## src/rtl/gng_ctrl.sv

```systemverilog
// gng_ctrl - sequencer for the Gaussian noise datapath.
//
// Fetches one 48-bit uniform word per sample from the URNG, splits it into
// sign, segment index (leading-zero count of u[46:32] plus u[31:29]) and the
// polynomial operand u[28:14]. The operands are held on the datapath until
// dp_done, the magnitude is saturated to 15 bits and signed, and the sample is
// pushed into a small output FIFO read through a valid/ready interface.
//
// Ports:
//   clk, rst            clock (rising edge), asynchronous active-low reset
//   enable              keep generating samples while high
//   urng_data/valid     uniform word input; urng_ready accepts it
//   dp_dataa/segment    operands presented to the datapath (held stable)
//   dp_result/done      datapath magnitude and completion strobe
//   noise_data/valid    FIFO head (signed sample) and non-empty flag
//   noise_ready         consumer pops the FIFO head
//   busy                FSM is not idle
//   timeout_err         sticky datapath-timeout flag
//   sample_cnt          wrapping count of samples pushed into the FIFO
module gng_ctrl #(
    parameter int TIMEOUT    = 64,
    parameter int FIFO_DEPTH = 4
) (
    input  logic        clk,
    input  logic        rst,
    input  logic        enable,
    input  logic [47:0] urng_data,
    input  logic        urng_valid,
    output logic        urng_ready,
    output logic [14:0] dp_dataa,
    output logic [6:0]  dp_segment,
    input  logic [15:0] dp_result,
    input  logic        dp_done,
    output logic [15:0] noise_data,
    output logic        noise_valid,
    input  logic        noise_ready,
    output logic        busy,
    output logic        timeout_err,
    output logic [31:0] sample_cnt
);

    localparam int AW = (FIFO_DEPTH > 1) ? $clog2(FIFO_DEPTH) : 1;

    localparam logic [2:0] S_IDLE   = 3'd0;
    localparam logic [2:0] S_FETCH  = 3'd1;
    localparam logic [2:0] S_SETTLE = 3'd2;
    localparam logic [2:0] S_WAIT   = 3'd3;
    localparam logic [2:0] S_PUSH   = 3'd4;

    // Leading zeros of the 15-bit exponent field; an all-zero field clamps to 15.
    function automatic logic [3:0] count_lz(input logic [14:0] f);
        logic [3:0] n;
        logic       found;
        n     = 4'd15;
        found = 1'b0;
        for (int i = 14; i >= 0; i--) begin
            if (!found && f[i]) begin
                n     = 4'(14 - i);
                found = 1'b1;
            end
        end
        return n;
    endfunction

    // Clamp the unsigned magnitude to 15 bits so negation never yields -32768.
    function automatic logic signed [15:0] sign_sat(input logic sgn, input logic [15:0] res);
        logic [15:0] mag;
        mag = (res > 16'h7FFF) ? 16'h7FFF : res;
        return sgn ? $signed(~mag + 16'd1) : $signed(mag);
    endfunction

    logic [2:0]  state_q,      state_d;
    logic [7:0]  wait_cnt_q,   wait_cnt_d;
    logic [14:0] dataa_q,      dataa_d;
    logic [6:0]  segment_q,    segment_d;
    logic        sign_q,       sign_d;
    logic [15:0] result_q,     result_d;
    logic        timeout_q,    timeout_d;
    logic [31:0] sample_cnt_q, sample_cnt_d;
    logic [AW:0] wr_ptr_q,     wr_ptr_d;
    logic [AW:0] rd_ptr_q,     rd_ptr_d;
    logic [15:0] mem_q [FIFO_DEPTH];
    logic [15:0] mem_d [FIFO_DEPTH];

    logic [AW:0]        fifo_count;
    logic               fifo_full;
    logic               pop;
    logic signed [15:0] push_sample;
    logic               unused_bits;

    assign unused_bits = ^urng_data[13:0];

    assign fifo_count  = wr_ptr_q - rd_ptr_q;
    assign fifo_full   = (fifo_count == (AW + 1)'(FIFO_DEPTH));
    assign noise_valid = (wr_ptr_q != rd_ptr_q);
    assign pop         = noise_valid && noise_ready;
    assign push_sample = sign_sat(sign_q, result_q);

    assign noise_data  = mem_q[rd_ptr_q[AW-1:0]];
    assign urng_ready  = (state_q == S_FETCH);
    assign busy        = (state_q != S_IDLE);
    assign dp_dataa    = dataa_q;
    assign dp_segment  = segment_q;
    assign timeout_err = timeout_q;
    assign sample_cnt  = sample_cnt_q;

    always_comb begin
        state_d      = state_q;
        wait_cnt_d   = wait_cnt_q;
        dataa_d      = dataa_q;
        segment_d    = segment_q;
        sign_d       = sign_q;
        result_d     = result_q;
        timeout_d    = timeout_q;
        sample_cnt_d = sample_cnt_q;
        wr_ptr_d     = wr_ptr_q;
        rd_ptr_d     = rd_ptr_q;
        mem_d        = mem_q;

        if (pop) begin
            rd_ptr_d = rd_ptr_q + 1'b1;
        end

        case (state_q)
            S_IDLE: begin
                if (enable && !fifo_full) begin
                    state_d = S_FETCH;
                end
            end
            S_FETCH: begin
                // A word offered in the same cycle enable drops is still taken.
                if (urng_valid) begin
                    sign_d     = urng_data[47];
                    dataa_d    = urng_data[28:14];
                    segment_d  = {count_lz(urng_data[46:32]), urng_data[31:29]};
                    wait_cnt_d = 8'd0;
                    state_d    = S_SETTLE;
                end else if (!enable) begin
                    state_d = S_IDLE;
                end
            end
            S_SETTLE: begin
                // dp_done may still reflect the previous operands here.
                state_d = S_WAIT;
            end
            S_WAIT: begin
                if (dp_done) begin
                    result_d = dp_result;
                    state_d  = S_PUSH;
                end else if (wait_cnt_q == 8'(TIMEOUT - 1)) begin
                    timeout_d = 1'b1;
                    state_d   = S_IDLE;
                end else begin
                    wait_cnt_d = wait_cnt_q + 8'd1;
                end
            end
            S_PUSH: begin
                mem_d[wr_ptr_q[AW-1:0]] = push_sample;
                wr_ptr_d     = wr_ptr_q + 1'b1;
                sample_cnt_d = sample_cnt_q + 32'd1;
                // Space remains after this push unless it fills the last slot
                // without a simultaneous pop.
                if (enable && (pop || (fifo_count != (AW + 1)'(FIFO_DEPTH - 1)))) begin
                    state_d = S_FETCH;
                end else begin
                    state_d = S_IDLE;
                end
            end
            default: state_d = S_IDLE;
        endcase
    end

    always_ff @(posedge clk or negedge rst) begin
        if (!rst) begin
            state_q      <= S_IDLE;
            wait_cnt_q   <= 8'd0;
            dataa_q      <= 15'd0;
            segment_q    <= 7'd0;
            sign_q       <= 1'b0;
            result_q     <= 16'd0;
            timeout_q    <= 1'b0;
            sample_cnt_q <= 32'd0;
            wr_ptr_q     <= '0;
            rd_ptr_q     <= '0;
            for (int i = 0; i < FIFO_DEPTH; i++) begin
                mem_q[i] <= 16'd0;
            end
        end else begin
            state_q      <= state_d;
            wait_cnt_q   <= wait_cnt_d;
            dataa_q      <= dataa_d;
            segment_q    <= segment_d;
            sign_q       <= sign_d;
            result_q     <= result_d;
            timeout_q    <= timeout_d;
            sample_cnt_q <= sample_cnt_d;
            wr_ptr_q     <= wr_ptr_d;
            rd_ptr_q     <= rd_ptr_d;
            for (int i = 0; i < FIFO_DEPTH; i++) begin
                mem_q[i] <= mem_d[i];
            end
        end
    end

endmodule

```

## config.mk

```make
export PLATFORM = sky130hd
export DESIGN_NAME = gng_ctrl
export DESIGN_NICKNAME = d
export VERILOG_FILES = /design/src/rtl/gng_ctrl.sv
export SDC_FILE = /design/constraint.sdc
export NUM_CORES = 1
export LEC_CHECK = 0
export CORE_ASPECT_RATIO = 1.5
export CORE_MARGIN = 1.5
export CORE_UTILIZATION = 35
export DETAILED_ROUTE_END_ITERATION = 12
export REMOVE_ABC_BUFFERS = 1
export SLEW_MARGIN = 0
export SYNTH_ARGS = -nofsm -noshare
export SYNTH_HDL_FRONTEND = slang
export SYNTH_SLANG_ARGS = --single-unit
```

## constraint.sdc

```tcl
create_clock -name clk -period 5.9 [get_ports clk]
set_input_delay 0.59 -clock clk [delete_from_list [all_inputs] [get_ports clk]]
set_output_delay 0.59 -clock clk [all_outputs]
set_load 0.05 [all_outputs]
```

=== Word level (Yosys, flattened, before mapping) ===
Cells that the tools add are included.

* Bitwise gates (word level): 4
* Reduce and logical (&&, ||, !) cells: 42
* Magnitude comparators: 4
* Equal/unequal tests: 14
* Add/subtract/negate cells: 6
* Multiplexer cells: 76

{| class="wikitable"
|+ Operators by type and width
! cell !! number
|-
| 16-bit two-way mux || 5
|-
| 64-bit bitwise mux || 1
|-
| 4-bit two-way mux || 15
|-
| 1-bit two-way mux || 43
|-
| 32-bit by 1-bit adder with 32-bit output (second input constant) || 1
|-
| 16-bit binary-select mux with 2-bit select || 1
|-
| 16-bit demux with 2-bit select || 1
|-
| 8-bit two-way mux || 3
|-
| 1-bit logical AND || 18
|-
| 16-bit by 1-bit adder with 16-bit output (second input constant) || 1
|-
| 16-bit by 15-bit > comparator with 1-bit output (second input constant) || 1
|-
| 16-bit NOT || 1
|-
| 8-bit one-hot mux with 2 select lines || 1
|-
| 1-bit logical NOT || 15
|-
| 3-bit two-way mux || 5
|-
| 3-bit one-hot mux with 5 select lines || 1
|-
| 8-bit by 1-bit adder with 8-bit output (second input constant) || 1
|-
| 8-bit by 6-bit equality test with 1-bit output (second input constant) || 1
|-
| 2-bit inequality test (second input constant) || 4
|-
| 3-bit by 1-bit adder with 3-bit output (second input constant) || 2
|-
| 3-bit by 2-bit equality test with 1-bit output (second input constant) || 2
|-
| 3-bit equality test (second input constant) || 2
|-
| 3-bit >= comparator (second input constant) || 2
|-
| 3-bit inequality test (second input constant) || 2
|-
| 14 further kinds || 17
|}

* Flip-flop bits (word level): 153
* Output and inout port bits: 74
* Bits of input ports: 70

=== Depth between registers and ports, before layout ===
Gate-level depths: netlist (run 1).

* Depth in word-level cells: 71
* Mapped depth: 9

=== Worst setup path after synthesis (run 1) ===
Ideal clock, no wire load.

* Path type: register to register
* Start: register state_q[0]
* End: register wait_cnt_q[1]
* Stages on the path, launching flop included: 7
* Arrival time: 2,666 ps
* Path buffers: 3
* Slack: 3,102 ps
* Cell sequence: dfrtp_1 -> clkbuf_1 -> nor3b_1 -> and2_1 -> clkbuf_1 -> clkbuf_1 -> nor2_1

* Word-level cells in the longest chain between the ends: 3
* Elaborated cells on any way between the ends: 8

{| class="wikitable"
|+ RTL lines
! element !! line !! RTL
|-
| start: declaration || 72 || <nowiki>logic [2:0] state_q, state_d;</nowiki>
|-
| start signal: assignment || 189 || <nowiki>state_q <= state_d;</nowiki>
|-
| 3-bit by 1-bit equality test with 1-bit output (*) || -- ||
|-
| via urng_ready || 29 || <nowiki>output logic urng_ready,</nowiki>
|-
| 2-bit inequality test (no source line) / 2-bit nonzero test (equally long branches) || -- ||
|-
| 4-bit AND reduction (no source line) || -- ||
|-
| end signal: assignment || 190 || <nowiki>wait_cnt_q <= wait_cnt_d;</nowiki>
|-
| end: declaration || 73 || <nowiki>logic [7:0] wait_cnt_q, wait_cnt_d;</nowiki>
|}

Mark *: on every way through the listed nets, which the timed path passes. The rest lies on a longest branch.
A chain may end at the register's enable or synchronous reset.

=== Final worst setup path (run 1) ===
* Start: register rd_ptr_q[1]
* End: output port noise_valid

* Word-level cells in the longest chain between the ends: 1

{| class="wikitable"
|+ RTL lines
! element !! line !! RTL
|-
| start: declaration || 81 || <nowiki>logic [AW:0] rd_ptr_q, rd_ptr_d;</nowiki>
|-
| start signal: assignment || 198 || <nowiki>rd_ptr_q <= rd_ptr_d;</nowiki>
|-
| 3-bit inequality test || 95 || <nowiki>assign noise_valid = (wr_ptr_q != rd_ptr_q);</nowiki>
|-
| end: declaration || 35 || <nowiki>output logic noise_valid,</nowiki>
|}

No other way between the ends.

==> results_tabular.tex, run 1 <==
\begin{tabular}{lr}
\hline
Metric & Value \\
\hline
\multicolumn{2}{l}{\textbf{Routing}} \\
\quad Average via count per standard cell & 4.93 \\
\quad Final routed DRC violation total & 0 \\
\quad Average detailed-routed wire length per instance & 14.4 um \\
\quad Vias after detailed routing & 5469 \\
\quad ANT nets after route & 0 \\
\quad Aggregate routed wire length & 16000 um \\
\quad First-pass detailed-route iteration total & 5 \\
\quad 1st-iter DRT viols & 272 \\
\multicolumn{2}{l}{\textbf{Logic synthesis}} \\
\quad Part of the Yosys area used for sequential elements & 0.534 \\
\quad Most used flip-flop cell after synthesis & dfrtp\_1 \\
\quad Post-synth design cell area & 7170 sq um \\
\quad Dominant cell type by area after synthesis & dfrtp\_1 \\
\quad Leading cell types by total area after synthesis & dfrtp\_1 53\%, nand2\_1 9.8\%, o21ai\_0 5.1\%, mux4\_2 5.0\%, xnor2\_1 4.4\% \\
\quad Number of cells produced by synthesis & 719 \\
\quad Total of flip-flops plus latches after synthesis & 153 \\
\quad Post-synth EDFFs & 0 \\
\quad Portion of synthesized cell area occupied by the leading cell type & 0.534 \\
\quad Number of warning messages in the yosys log & 0 \\
\quad Commonest cells in the netlist & 188 x nand2\_1, 153 x dfrtp\_1, 73 x o21ai\_0 \\
\quad Library cell with the highest instance count after synthesis & nand2\_1 \\
\quad Mean area per synthesized cell & 9.97 sq um \\
\quad Share of synthesized registers carrying an async set or reset & 1.00 \\
\quad Number of distinct library cells after synthesis & 55 \\
\multicolumn{2}{l}{\textbf{Worst setup path}} \\
\quad Kind of end point of the critical path & output port \\
\quad Critical Path RT & 5.31 ns \\
\quad Crit-path max FO & 19 \\
\quad Crit path arrival time & 2.81 ns \\
\quad Type of the setup path with the least slack & register to output port \\
\quad Startpoint type of the worst setup path & register \\
\quad Register-to-register setup slack & 3.15 ns \\
\multicolumn{2}{l}{\textbf{CTS}} \\
\quad TritonCTS Buffers & 17 \\
\quad Gates resized, CTS repair & 0 \\
\quad Clock tree root driver cell & clkbuf\_16 \\
\quad Skew-Pair Late Insertion Delay & 0.42 ns \\
\quad \# clock sinks & 153 \\
\quad Clock-pin slew on the worst setup and hold paths & 0.06 ns \\
\quad Maximum count of clock buffers along a single path & 2 \\
\quad Count of H-tree levels built during CTS & 4 \\
\quad TritonCTS clock tree & built \\
\quad Hold buffer count at cts & 0 \\
\quad Setup fix buffers added after clock tree synthesis & 0 \\
\multicolumn{2}{l}{\textbf{Global route}} \\
\quad Maximum number of pins on one net before global-route repair & 80 \\
\quad Antenna violations before repair & 0 \\
\quad Remaining Overflow, GRT & 0 \\
\quad Total GRT Usage & 0.160 \\
\quad Wire length of the first global-routing pass & 27200 um \\
\quad Vias in the first global route & 5510 \\
\multicolumn{2}{l}{\textbf{Run}} \\
\quad Max-cap violations & 0 \\
\multicolumn{2}{l}{\textbf{Power}} \\
\quad Pwr/cell area & 498 nW/um\^{}2 \\
\quad Total Power & 4600 uW \\
\quad Static power due to leakage & 0.00405 uW \\
\quad Max VDD drop & 0.000254 V \\
\multicolumn{2}{l}{\textbf{Finish}} \\
\quad Combined flip-flop and latch cell area & 3830 sq um \\
\quad Final std cells w/o fill & 1110 \\
\quad Area used by multi-input combinational logic & 3130 sq um \\
\quad Number of diodes & 0 \\
\quad Util after Layout & 0.463 \\
\quad Layout filler cell count & 1948 \\
\quad Share of cells above drive strength 1 & 0.0765 \\
\quad Number of nets at the end of the flow & 918 \\
\quad Area Overhead vs Synth & 28.9\% \\
\multicolumn{2}{l}{\textbf{Status}} \\
\quad Status & finished clean \\
\multicolumn{2}{l}{\textbf{STA}} \\
\quad Minimum period implied by the final worst setup slack & 3.40 ns \\
\quad Final Hold Vio Count & 0 \\
\quad RSZ-0062 raised after global routing & false \\
\quad Final worst clock skew & 0.0116 ns \\
\quad Count of pins over their slew limit & 0 \\
\quad Slew at the pin closest to its max-slew limit & 1.06 ns \\
\quad Setup-violating endpoint count in the final report & 0 \\
\quad Fin worst setup slack & 2.50 ns \\
\quad Fmax & 0.294 GHz \\
\quad Rel. slew slack & 0.294 \\
\quad Post-route clock period utilization & 0.577 \\
\quad Total Neg Setup Slack & 0 ns \\
\multicolumn{2}{l}{\textbf{Floorplanning}} \\
\quad I/O Pins & 144 \\
\quad Die span in x & 120 um \\
\quad Standard-cell rows & 63 \\
\quad Effective utilization at floorplan & 0.359 \\
\quad Core area & 19900 sq um \\
\quad Die Y-Extent & 178 um \\
\quad Overall die area & 21400 sq um \\
\multicolumn{2}{l}{\textbf{Placement}} \\
\quad Port Buffers & 129 \\
\quad Cell count after placement & 1078 \\
\quad HPWL after DPL & 11100 um \\
\quad Worst Setup Slack post-DPL & 2.89 ns \\
\quad Final Wtd Congestion & 0.756 \\
\multicolumn{2}{l}{\textbf{Hold path}} \\
\quad Worst hold path class & input port to async pin \\
\hline
\end{tabular}
==> layer usage <==
metal | global-route usage | part of all wire | up-vias
met3 | 0.0473 | 0.058 | 14
li1 | - | - | 2727
met2 | 0.279 | 0.51 | 137
met5 | 0 | 0 | -
met4 | 0.0501 | 0.013 | 0
met1 | 0.189 | 0.42 | 2591
==> stage by stage <==
stage	hold slack, ns	area (sq um)
after floorplan	0.294	7020
after global placement	0.457	8690
after detailed placement	0.462	8690
after CTS	0.238	9240
after global routing	0.246	9240
final	0.184	9240
==> cell families after synthesis <==
family / synth area share
xor+xnor: 0.0562
mux: 0.0576
fa+ha+maj: 0.0203
compound gates: 0.101
buf+inv: 0.0288
simple gates: 0.202
flops: 0.534
==> worst max-delay path: stages, from the launching register on <==
cell and delay, ns:
dfrtp_1 0.93, inv_1 0.20, ha_1 0.32, nand3_1 0.12, clkdlybuf4s50_1 0.82
==> power breakdown <==
part	switching, uW	total (uW)	leakage, uW	internal [uW]
combinational	1200	1940	0.00175	743
clock	465	1010	0.000263	548
sequential	280	1640	0.00204	1360
total	1950	4600	0.00405	2650
==> flip-flops by register name, summed over array words and instances, names as in the netlist <==
signal,count
result_q,16
state_q,3
sign_q,1
wr_ptr_q,3
mem_q,64
dp_dataa,15
timeout_err,1
rd_ptr_q,3
dp_segment,7
sample_cnt,32
wait_cnt_q,8
==> layout by cell type (no fill, tap or decap), drive strengths merged, types with 4 or more instances in the layout <==
cell	instances
clkinv	9
xor2	10
ha	10
mux4	16
buf	7
nand4	13
xnor2	36
and4	4
nand2	188
nor3	14
a31oi	6
and3	5
nor3b	4
nor4	11
dfrtp	153
or3	7
nand3	13
a21oi	12
clkbuf	18
nor2	33
inv	20
o21ai	73
clkdlybuf4s50	128
o41ai	4
or4	7
==> final cells by class <==
| type | instances | area share |
|---|---|---|
| repair buffers | 135 | 0.145 |
| well taps | 260 | 0.0352 |
| clock buffers | 18 | 0.0465 |
| flip-flops and latches | 153 | 0.415 |
| inverters | 17 | 0.00691 |
| clock inverters | 14 | 0.0129 |
| multi-input cells | 513 | 0.339 |
==> final timing paths <==
check                             startpoint              to  cells after the start
worst max-delay path             rd_ptr_q[1]     noise_valid                      4
worst min-delay path                     rst        mem_q[7]                      1
worst max register to register  result_q[15]       mem_q[30]                      7
worst min register to register  dp_dataa[11]    dp_dataa[11]                      2
max in group asynchronous                rst  sample_cnt[20]                      2
min in group clk                dp_dataa[11]    dp_dataa[11]                      2
Power figures use the tool's default switching activity.
==> run 2, diff against run 1 <==
- clock period: 5.9 -> 3.05 ns (I/O delays scaled with it)
==> run 2 against run 1 <==
Setup slack got worse by 2.2 ns. Clock skew fell by 0.0028 ns. Sequential share of layout area fell by 0.74 points. Clock-buffer cell count rose by 1. Largest power group unchanged. Largest cell class unchanged. Cell count rose by 0.99%. First-iteration DRC count fell by 4.8%. Register-to-register slack got worse by 2.7 ns. Global-route usage rose by 0.090 points. Non-clock buffer count rose by 11. Routed wire length rose by 1.1%. Cell area rose by 1.8%.
==> results_tabular.tex, run 2 (synthesis gave the netlist of run 1 again) <==
\begin{tabular}{lr}
\hline
Metric & Value \\
\hline
\multicolumn{2}{l}{\textbf{Status}} \\
\quad Status & finished clean \\
\multicolumn{2}{l}{\textbf{Placement}} \\
\quad Worst Setup Slack post-DPL & 0.460 ns (-2.43 ns) \\
\quad Final Wtd Congestion & 0.773 (+2.3\%) \\
\quad HPWL after DPL & 11500 um (+3.7\%) \\
\quad Port Buffers & 129 (unchanged) \\
\quad Cell count after placement & 1088 (+0.93\%) \\
\multicolumn{2}{l}{\textbf{Worst setup path}} \\
\quad Type of the setup path with the least slack & register to output port \\
\quad Startpoint type of the worst setup path & register \\
\quad Crit-path max FO & 15 (-4) \\
\quad Crit path arrival time & 2.44 ns (-0.37 ns) \\
\quad Critical Path RT & 2.74 ns (-2.57 ns) \\
\quad Kind of end point of the critical path & output port \\
\multicolumn{2}{l}{\textbf{Global route}} \\
\quad Remaining Overflow, GRT & 0 (unchanged) \\
\quad Maximum number of pins on one net before global-route repair & 72 (-10\%) \\
\quad Vias in the first global route & 5422 (-1.6\%) \\
\quad Wire length of the first global-routing pass & 27100 um (-0.46\%) \\
\quad Total GRT Usage & 0.161 (+0.000900) \\
\quad Most crowded layer after global routing & met2 \\
\quad Met2 Usage GRT & 0.285 (+0.00623) \\
\quad Antenna violations before repair & 0 (unchanged) \\
\quad GRT met3 Usage & 0.0441 (-0.00320) \\
\quad Met1 routing resource usage after global routing & 0.186 (-0.00324) \\
\multicolumn{2}{l}{\textbf{CTS}} \\
\quad \# clock sinks & 153 (unchanged) \\
\quad Setup fix buffers added after clock tree synthesis & 0 (unchanged) \\
\quad Maximum count of clock buffers along a single path & 2 (unchanged) \\
\quad Clock tree root driver cell & clkbuf\_16 \\
\quad TritonCTS Buffers & 17 (unchanged) \\
\quad TritonCTS clock tree & built \\
\quad Count of H-tree levels built during CTS & 4 (unchanged) \\
\quad Clock-pin slew on the worst setup and hold paths & 0.06 ns (about the same) \\
\quad Skew-Pair Late Insertion Delay & 0.42 ns (about the same) \\
\multicolumn{2}{l}{\textbf{Routing}} \\
\quad 1st-iter DRT viols & 259 (-4.8\%) \\
\quad Vias after detailed routing & 5516 (+0.86\%) \\
\quad Average via count per standard cell & 4.92 (-0.13\%) \\
\quad First-pass detailed-route iteration total & 5 (unchanged) \\
\quad Aggregate routed wire length & 16100 um (+1.1\%) \\
\quad Average detailed-routed wire length per instance & 14.4 um (about the same) \\
\quad Final routed DRC violation total & 0 (unchanged) \\
\quad ANT nets after route & 0 (unchanged) \\
\multicolumn{2}{l}{\textbf{STA}} \\
\quad Setup-violating endpoint count in the final report & 0 (unchanged) \\
\quad Final worst clock skew & 0.00880 ns (-0.00284 ns) \\
\quad Rel. slew slack & 0.409 (+0.116) \\
\quad RSZ-0062 raised after global routing & false \\
\quad Final Hold Vio Count & 0 (unchanged) \\
\quad Total Neg Setup Slack & 0 ns (unchanged) \\
\quad Post-route clock period utilization & 0.899 \\
\quad Slew at the pin closest to its max-slew limit & 0.878 ns (-0.179 ns) \\
\quad Fin worst setup slack & 0.307 ns (-2.19 ns) \\
\quad Fmax & 0.365 GHz \\
\quad Hold Worst Slack & 0.400 ns (+0.217 ns) \\
\quad Count of pins over their slew limit & 0 (unchanged) \\
\quad Minimum period implied by the final worst setup slack & 2.74 ns \\
\multicolumn{2}{l}{\textbf{Finish}} \\
\quad Most frequent cells in the layout & 188 x nand2\_1, 153 x dfrtp\_1, 127 x clkdlybuf4s50\_1 \\
\quad Share of cells above drive strength 1 & 0.0883 (+0.0118) \\
\quad Max reg flops & 64 (unchanged) \\
\quad Largest register by flop count & mem\_q \\
\quad Area Overhead vs Synth & 31.2\% \\
\quad Layout filler cell count & 1904 (-2.3\%) \\
\quad Most frequent standard cell in the layout excluding fill and tap cells & nand2\_1 \\
\quad Number of diodes & 0 (unchanged) \\
\quad Number of nets at the end of the flow & 929 (+1.2\%) \\
\quad Final std cells w/o fill & 1121 (+0.99\%) \\
\multicolumn{2}{l}{\textbf{Power}} \\
\quad Static power due to leakage & 0.00413 uW (+2.1\%) \\
\quad Switching pwr & 3750 uW (+93\%) \\
\quad Portion of total power attributed to sequential cells & 0.343 (-0.014) \\
\quad Pwr/cell area & 976 nW/um\^{}2 (+96\%) \\
\quad Share of power burned in the clock network & 0.237 (+0.017) \\
\quad Fraction of power spent switching nets & 0.408 (-0.0148) \\
\quad Combinational group share of total power & 0.420 (-0.002) \\
\quad Design internal power & 5430 uW (+100\%) \\
\quad Max VDD drop & 0.000610 V (+140\%) \\
\multicolumn{2}{l}{\textbf{Floorplanning}} \\
\quad I/O Pins & 144 (unchanged) \\
\quad Die Y-Extent & 178 um (unchanged) \\
\quad Core area & 19900 sq um (unchanged) \\
\quad Standard-cell rows & 63 (unchanged) \\
\quad Die span in x & 120 um (unchanged) \\
\quad Overall die area & 21400 sq um (unchanged) \\
\quad Effective utilization at floorplan & 0.359 (unchanged) \\
\multicolumn{2}{l}{\textbf{Hold path}} \\
\quad Worst hold path class & input port to async pin \\
\multicolumn{2}{l}{\textbf{Run}} \\
\quad Max-cap violations & 0 (unchanged) \\
\hline
\end{tabular}
run 2: cell types whose count changed in the layout (fill, tap and decap cells not counted):
| cell | change |
|---|---|
| inv_8 | -1 |
| clkdlybuf4s50_1 | -1 |
| buf_12 | +2 |
| bufinv_16 | +3 |
| clkinv_4 | -6 |
| clkinvlp_4 | +1 |
| clkbuf_8 | +1 |
| inv_6 | +1 |
| clkinv_2 | +1 |
| buf_4 | +9 |
| dlygate4sd3_1 | +1 |
run 2: final cells by class:
class                   count  area (sq um)  share of cell area
multi-input cells         513          3130               0.333
clock buffers              19           443              0.0471
flip-flops and latches    153          3830               0.407
repair buffers            146          1450               0.154
clock inverters            13           166              0.0177
well taps                 260           325              0.0346
inverters                  17          63.8             0.00679
run 2: per-stage QoR:
| step | utilization | instance area (sq um) | power [uW] |
|---|---|---|---|
| floorplan | - | 7020 | 5720 |
| global placement | 0.440 | 8780 | 7030 |
| detailed placement | 0.440 | 8780 | 7090 |
| CTS | 0.472 | 9400 | 9300 |
| global route | 0.472 | 9400 | 9780 |
| finish | 0.472 | 9400 | 9180 |
run 2: path summary, 6_finish.rpt:
check	start	end	slack [ns]	cells past startpoint
worst max-delay path	rd_ptr_q[0]	noise_data[5]	0.31	3
worst min-delay path	rst	mem_q[4]	0.40	2
worst max register to register	result_q[0]	mem_q[14]	0.44	6
worst min register to register	sample_cnt[31]	sample_cnt[31]	0.47	1
max in group asynchronous	rst	dp_dataa[1]	1.84	3
min in group clk	urng_data[14]	dp_dataa[0]	0.41	3
run 2: power by group through the flow:
| stage | clock [uW] | combinational, uW | sequential (uW) |
|---|---|---|---|
| floorplan | 0 | 2080 | 3640 |
| global placement | 0 | 3870 | 3160 |
| detailed placement | 0 | 3910 | 3180 |
| CTS | 2220 | 3920 | 3160 |
| global route | 2310 | 4220 | 3260 |
| finish | 2170 | 3860 | 3150 |
run 2: worst max-delay path, cell delays in order (launching register included):
cell             delay [ns]
dfrtp_1                0.51
buf_12                 0.23
mux4_2                 0.56
clkdlybuf4s50_1        0.72
run 2: what timing repair did:
| action | CTS | global route |
|---|---|---|
| setup endpoints to repair | 0 | 0 |
| resized for setup | 0 | 0 |
| hold buffers | 1 | 0 |
| hold endpoints to repair | 49 | 0 |
run 2: layer usage:
metal	share of wire	vias up	routed length (um)
met5	0	-	0
met4	0.013	0	217
met3	0.054	12	875
met2	0.52	127	8440
met1	0.41	2628	6620
li1	-	2749	-
==> run 3, diff against run 2 <==
- CTS_CLUSTER_DIAMETER: not set -> 80
==> results of run 3 <==
Same layout as run 2: the final DEF is identical, and so are final timing and power.
